File: src/rtl/arb_stream_deframer_if.sv
// arb_stream_deframer_if: word stream in, parsed block words and status out
interface arb_stream_deframer_if;
  logic [15:0] din;
  logic        kchar;
  logic [15:0] dout;
  logic        dvalid;
  logic [3:0]  chan;
  logic [10:0] len;
  logic        hdr_valid;
  logic        eof;
  logic        err;
  logic        trig;
  logic [31:0] blk_cnt;
  logic [15:0] err_cnt;
  modport master (output din, kchar, input dout, dvalid, chan, len, hdr_valid, eof, err, trig, blk_cnt, err_cnt);
  modport slave  (input din, kchar, output dout, dvalid, chan, len, hdr_valid, eof, err, trig, blk_cnt, err_cnt);
endinterface

File: src/rtl/arb_stream_deframer.sv
// arb_stream_deframer: parses arbiter blocks into channel-tagged words; ARB_DEFRAMER_CSUM_EN adds a trailing checksum word
module arb_stream_deframer #(
  parameter logic [7:0]  IDLE_K = 8'hBC,
  parameter logic [7:0]  TRIG_K = 8'h1C,
  parameter logic [10:0] MAXLEN = 11'd2047
) (
  input logic clk,
  input logic reset,
  arb_stream_deframer_if.slave s
);
  typedef enum logic [1:0] {IDLE, DATA, CSUM, SKIP} state_t;
  state_t state, state_n;
  logic [10:0] rem, rem_n;
  logic seen_k, dv_n, hv_n, eof_n, err_n, trig_n;
  logic is_trig, hdr_ok, unused_idle_k;
`ifdef ARB_DEFRAMER_CSUM_EN
  localparam bit CSUM_EN = 1'b1;
  logic [15:0] sum, sum_n;
  always_ff @(posedge clk) sum <= reset ? 16'h0 : sum_n;
`else
  localparam bit CSUM_EN = 1'b0;
`endif
  assign unused_idle_k = ^IDLE_K;
  assign is_trig = s.kchar && s.din[7:0] == TRIG_K;
  assign hdr_ok = s.din[15] && ({1'b0, s.din[10:0]} <= {1'b0, MAXLEN});
  // seen_k gates header parsing so a block cut off by reset is not misread as headers
  always_comb begin
    state_n = state;
    rem_n = rem;
    dv_n = 1'b0;
    hv_n = 1'b0;
    eof_n = 1'b0;
    err_n = 1'b0;
    trig_n = 1'b0;
`ifdef ARB_DEFRAMER_CSUM_EN
    sum_n = sum;
`endif
    case (state)
      DATA:
        if (s.kchar) begin
          err_n = 1'b1;
          trig_n = is_trig;
          state_n = IDLE;
        end else begin
          dv_n = 1'b1;
          rem_n = rem - 11'd1;
`ifdef ARB_DEFRAMER_CSUM_EN
          sum_n = sum + s.din;
`endif
          if (rem == 11'd1) begin
            state_n = CSUM_EN ? CSUM : IDLE;
            eof_n = !CSUM_EN;
          end
        end
      CSUM: begin
        state_n = IDLE;
`ifdef ARB_DEFRAMER_CSUM_EN
        eof_n = !s.kchar && s.din == sum;
`endif
        err_n = !eof_n;
      end
      default:
        if (s.kchar) begin
          trig_n = is_trig;
          state_n = IDLE;
        end else if (state == IDLE && seen_k) begin
          if (hdr_ok) begin
            hv_n = 1'b1;
            rem_n = s.din[10:0];
`ifdef ARB_DEFRAMER_CSUM_EN
            sum_n = s.din;
`endif
            if (s.din[10:0] != 11'd0) state_n = DATA;
            else begin
              state_n = CSUM_EN ? CSUM : IDLE;
              eof_n = !CSUM_EN;
            end
          end else begin
            err_n = 1'b1;
            state_n = SKIP;
          end
        end
    endcase
  end
  always_ff @(posedge clk) begin
    if (reset) begin
      state <= IDLE;
      rem <= 11'd0;
      seen_k <= 1'b0;
      s.dout <= 16'h0;
      s.dvalid <= 1'b0;
      s.chan <= 4'h0;
      s.len <= 11'd0;
      s.hdr_valid <= 1'b0;
      s.eof <= 1'b0;
      s.err <= 1'b0;
      s.trig <= 1'b0;
      s.blk_cnt <= 32'h0;
      s.err_cnt <= 16'h0;
    end else begin
      state <= state_n;
      rem <= rem_n;
      seen_k <= seen_k | s.kchar;
      if (dv_n) s.dout <= s.din;
      if (hv_n) begin
        s.chan <= s.din[14:11];
        s.len <= s.din[10:0];
      end
      s.dvalid <= dv_n;
      s.hdr_valid <= hv_n;
      s.eof <= eof_n;
      s.err <= err_n;
      s.trig <= trig_n;
      s.blk_cnt <= s.blk_cnt + {31'h0, eof_n};
      s.err_cnt <= s.err_cnt + {15'h0, err_n && s.err_cnt != 16'hFFFF};
    end
  end
endmodule
File: src/flat_wrapper.sv
// flat-port wrapper written by rule: the top's interface ports become plain ports
module arb_stream_deframer_flat 
#(
  parameter logic [7:0]  IDLE_K = 8'hBC,
  parameter logic [7:0]  TRIG_K = 8'h1C,
  parameter logic [10:0] MAXLEN = 11'd2047
)
  (clk, reset, s_din, s_kchar, s_dout, s_dvalid, s_chan, s_len, s_hdr_valid, s_eof, s_err, s_trig, s_blk_cnt, s_err_cnt);
  arb_stream_deframer_if s_i ();
  input logic clk;
  input logic reset;
  input wire logic [$bits(s_i.din)-1:0] s_din;
  input wire logic [$bits(s_i.kchar)-1:0] s_kchar;
  output wire logic [$bits(s_i.dout)-1:0] s_dout;
  output wire logic [$bits(s_i.dvalid)-1:0] s_dvalid;
  output wire logic [$bits(s_i.chan)-1:0] s_chan;
  output wire logic [$bits(s_i.len)-1:0] s_len;
  output wire logic [$bits(s_i.hdr_valid)-1:0] s_hdr_valid;
  output wire logic [$bits(s_i.eof)-1:0] s_eof;
  output wire logic [$bits(s_i.err)-1:0] s_err;
  output wire logic [$bits(s_i.trig)-1:0] s_trig;
  output wire logic [$bits(s_i.blk_cnt)-1:0] s_blk_cnt;
  output wire logic [$bits(s_i.err_cnt)-1:0] s_err_cnt;
  assign s_i.din = s_din;
  assign s_i.kchar = s_kchar;
  assign s_dout = s_i.dout;
  assign s_dvalid = s_i.dvalid;
  assign s_chan = s_i.chan;
  assign s_len = s_i.len;
  assign s_hdr_valid = s_i.hdr_valid;
  assign s_eof = s_i.eof;
  assign s_err = s_i.err;
  assign s_trig = s_i.trig;
  assign s_blk_cnt = s_i.blk_cnt;
  assign s_err_cnt = s_i.err_cnt;
  arb_stream_deframer #(.IDLE_K(IDLE_K), .TRIG_K(TRIG_K), .MAXLEN(MAXLEN)) u_core (.clk(clk), .reset(reset), .s(s_i));
endmodule
File: config.mk
export PLATFORM = sky130hd
export DESIGN_NAME = arb_stream_deframer_flat
export DESIGN_NICKNAME = d
export VERILOG_FILES = /design/src/rtl/arb_stream_deframer_if.sv /design/src/rtl/arb_stream_deframer.sv /design/src/flat_wrapper.sv
export SDC_FILE = /design/constraint.sdc
export NUM_CORES = 1
export LEC_CHECK = 0
export BUFFER_PORTS_ARGS = -buffer_cell sky130_fd_sc_hd__buf_2
export CAP_MARGIN = 20
export CORE_MARGIN = 8
export CORE_UTILIZATION = 58
export CTS_CLUSTER_SIZE = 8
export DETAILED_ROUTE_END_ITERATION = 10
export PLACE_DENSITY = 0.85
export SLEW_MARGIN = 25
export SYNTH_ARGS = -nofsm -noshare
export SYNTH_HDL_FRONTEND = slang
export SYNTH_SLANG_ARGS = --single-unit
File: constraint.sdc
create_clock -name clk -period 4.4 [get_ports clk]
set_input_delay 0.88 -clock clk [delete_from_list [all_inputs] [get_ports clk]]
set_output_delay 0.88 -clock clk [all_outputs]
set_load 0.005 [all_outputs]
==> results.tsv <==
stage	metric	value	unit
drt	vias per inst	5.77	
floorplan	Core Area	7570	µm²
logic_synthesis	post-synthesis area per instance	8.22	µm²
clock_network	CTS tree	built	
power	VDD IR max	173	µV
placement	HPWL Detailed	8550	µm
clock_network	CTS Buffer Depth	2	
critical_path	CP Max Fanout	7	
cells_and_area	final core occ	69.1	%
drt	post-route ant nets	0	
clock_network	TritonCTS sink count	98	
timing	min Tclk post-route	3.36	ns
cells_and_area	Finished Layout Cells	737	
logic_synthesis	Mapped Cells	539	
drt	WL/cell	16.0	µm
floorplan	num ports	103	
critical_path	Worst Setup End Kind	flop	
critical_path	WP data required	4.66	ns
clock_network	Post-CTS Hold Fix Bufs	0	
critical_path	reg2reg setup slack	1.04	ns
timing	clock skew	0.00928	ns
logic_synthesis	Synth async-reset ratio	0	%
logic_synthesis	leading cell types by count after synthesis	dfxtp_1 (98), nand2_1 (85), a21oi_1 (57)	
global_routing	vias in the first global route	3947	
logic_synthesis	number of synthesized register bits	98	
floorplan	Initial Utilization	58.5	%
timing	Setup-failing EPs final	0	
cells_and_area	layout cell share with drive strength beyond 1	21.6	%
logic_synthesis	post-synth top area share	44.3	%
critical_path	Worst Setup Path Type	reg -> reg	
timing	RSZ-0062 raised after global routing	no	
logic_synthesis	Post-synth EDFFs	0	
drt	DR vias	4256	
floorplan	die height	103	µm
logic_synthesis	Post-Syn Area	4430	µm²
global_routing	initial antenna violation count	0	
cells_and_area	Multi-input gate area	2310	µm²
clock_network	cts repair resizes	0	
critical_path	CP cell instances	nor4_1, and3_1, a32o_1, ha_1, ha_1, and2_1, nand4_1, nor3_1, mux2_2	
critical_path	critical path launch point type	flop	
timing	Fmax	298	MHz
clock_network	H-tree depth	3	
critical_path	Worst R2R End	u_core.s.blk_cnt[28]	
clock_network	# Post-CTS Setup Buffers	0	
critical_path	most used cell, CP	ha_1	
global_routing	GRT Util Overall	22.1	%
job	Max Cap Violations	0	
logic_synthesis	top_reg_cell synth	dfxtp_1	
logic_synthesis	count leader, synth	dfxtp_1	
drt	Iteration-0 DRC Markers	203	
clock_network	cts bufs inserted	9	
critical_path	crit path to	u_core.s.blk_cnt[28]	
drt	# DRC	0	
hold_path	Min-Delay Path Class	reg -> reg	
timing	Hold Fails Final Rpt	0	
clock_network	worst-skew pair later-pin latency	0.37	ns
critical_path	Crit path largest cell delay	0.77	ns
cells_and_area	P&R area growth vs syn	18.1	%
floorplan	num rows	32	
timing	part of the cycle the worst path needs	76.3	%
drt	Post-Route WL	11800	µm
critical_path	slowest CP cell	nor4_1	
logic_synthesis	Seq/Total Area, Yosys	44.3	%
logic_synthesis	Synth Net Count	567	
placement	gp weighted congestion	0.895	
global_routing	first-pass GRT wire length	19000	µm
logic_synthesis	top post-synthesis cells by area	dfxtp_1 (44%), nand2_1 (7.2%), a21oi_1 (6.4%)	
global_routing	GR Overflow Total	0	
power	Lkg Pwr	2.14	nW
power	PD cells	321	nW/µm²
global_routing	largest net degree at the start of global routing	64	
clock_network	clk root buf	clkbuf_8	
logic_synthesis	top cell type by total area after synthesis	dfxtp_1	
cells_and_area	fillers	631	
critical_path	worst r2r path cells	9	
cells_and_area	FF/Latch Area	1960	µm²
critical_path	CP arrival	3.62	ns
floorplan	Die X	103	µm
cells_and_area	antenna cells	0	
critical_path	Reg2Reg Launch Point	u_core.rem[6]	
clock_network	Reg clk slew, reported paths	0.10	ns
placement	PortBufs	102	
critical_path	Setup crit start	u_core.rem[6]	
logic_synthesis	Cell variety after synth	53	
placement	placed cell count	721	
logic_synthesis	YS warnings	0	
drt	first drt pass iteration count	5	
timing	Slew HR	42.8	%
timing	Slew @ Worst Pin	0.850	ns
timing	Final Max Slew Viols	0	
floorplan	Die Footprint	10700	µm²
cells_and_area	Final nets	658	
outcome	outcome	complete, no violations	
timing	Setup TNS	0	ns
## worst min path at each step
stage	start	end	slack [ns]	cells past startpoint
final	u_core.s.dout[0]	u_core.s.dout[0]	0.46	2
after global routing	u_core.s.dout[12]	u_core.s.dout[12]	0.47	2
after CTS	u_core.s.dout[0]	u_core.s.dout[0]	0.46	2
after detailed placement	u_core.s.dout[12]	u_core.s.dout[12]	0.44	2
after global placement	u_core.s.dout[11]	u_core.s.dout[11]	0.44	2
after floorplan	u_core.s.chan[0]	u_core.s.chan[0]	0.45	2
## flip-flops by register name, indices dropped and copies added (netlist names), 2 cells and up
name and flops:
u_core.s.blk_cnt 32, u_core.s.dout 16, u_core.s.err_cnt 16, u_core.rem 11, u_core.s.len 11, u_core.s.chan 4, u_core.state 2
## per-layer routing
metal	track usage [%]	vias up	part of all wire, %	wire (µm)
met5	0	-	0	0
met4	8.90	0	2.1	245
met3	3.41	24	5.7	674
met2	38.4	147	50	5950
met1	26.5	2003	42	4960
li1	-	2082	-	-
## power by group
part           total [mW]  leakage, nW  internal, mW  switching, mW
Clock               0.621        0.104         0.275          0.346
Combinational       0.141         1.24        0.0522         0.0886
Sequential          0.915        0.792         0.903         0.0127
Total                1.68         2.14          1.23          0.447
## final cells by class
type                    instances  area share (%)
well taps                     102            2.44
multi-input cells             401            44.2
flip-flops and latches         98            37.5
clock inverters                 7            1.65
clock buffers                   9            2.37
inverters                      11           0.789
repair buffers                109            11.1
## layout by cell type, fill, tap and decap left out, types with 3 or more instances in the layout
cell,n
ha_1,9
nand4_1,15
nor2b_1,16
nand2b_1,3
buf_2,101
nand3_1,21
a31oi_1,5
inv_1,11
nor2_1,50
a21oi_1,57
xnor2_1,7
o31ai_1,7
o21ai_0,13
dfxtp_1,98
and2_1,3
or3_1,5
nand2_1,85
or4b_1,3
mux2_1,3
clkbuf_8,9
and3_1,7
and4_1,8
mux2_2,5
a21o_1,5
nor4_1,8
or4_1,6
xor2_1,17
buf_4,7
nor3_1,14
## kinds of logic after synthesis
logic type                 count (synthesis)  share of synthesized area, %
AOI/OAI and AO/OA                        104                          13.7
xor gates and xnor gates                  24                          4.75
adders and majority gates                  9                          2.54
buffers and inverters                     40                          3.50
DFF                                       98                          44.3
muxes                                      8                          2.03
and+or+nand+nor                          256                          29.1
## critical path, delay by kind of cell, from the launching register on
kind	cells	cell delay (ns)
and+or+nand+nor	5	1.81
DFF	1	0.38
adders and majority gates	2	0.50
AOI/OAI and AO/OA	1	0.21
muxes	1	0.36
## stage by stage
step / setup WS (ns) / hold slack, ns / cell area (µm²) / power, mW
2_1_floorplan: 1.20 / 0.453 / 4430 / 1.02
3_3_place_gp: 0.878 / 0.441 / 5020 / 1.07
3_5_place_dp: 0.806 / 0.445 / 5020 / 1.07
4_1_cts: 1.11 / 0.460 / 5230 / 1.68
5_1_grt: 0.791 / 0.474 / 5230 / 1.73
6_report: 1.04 / 0.457 / 5230 / 1.68
Power figures use the tool's default switching activity.
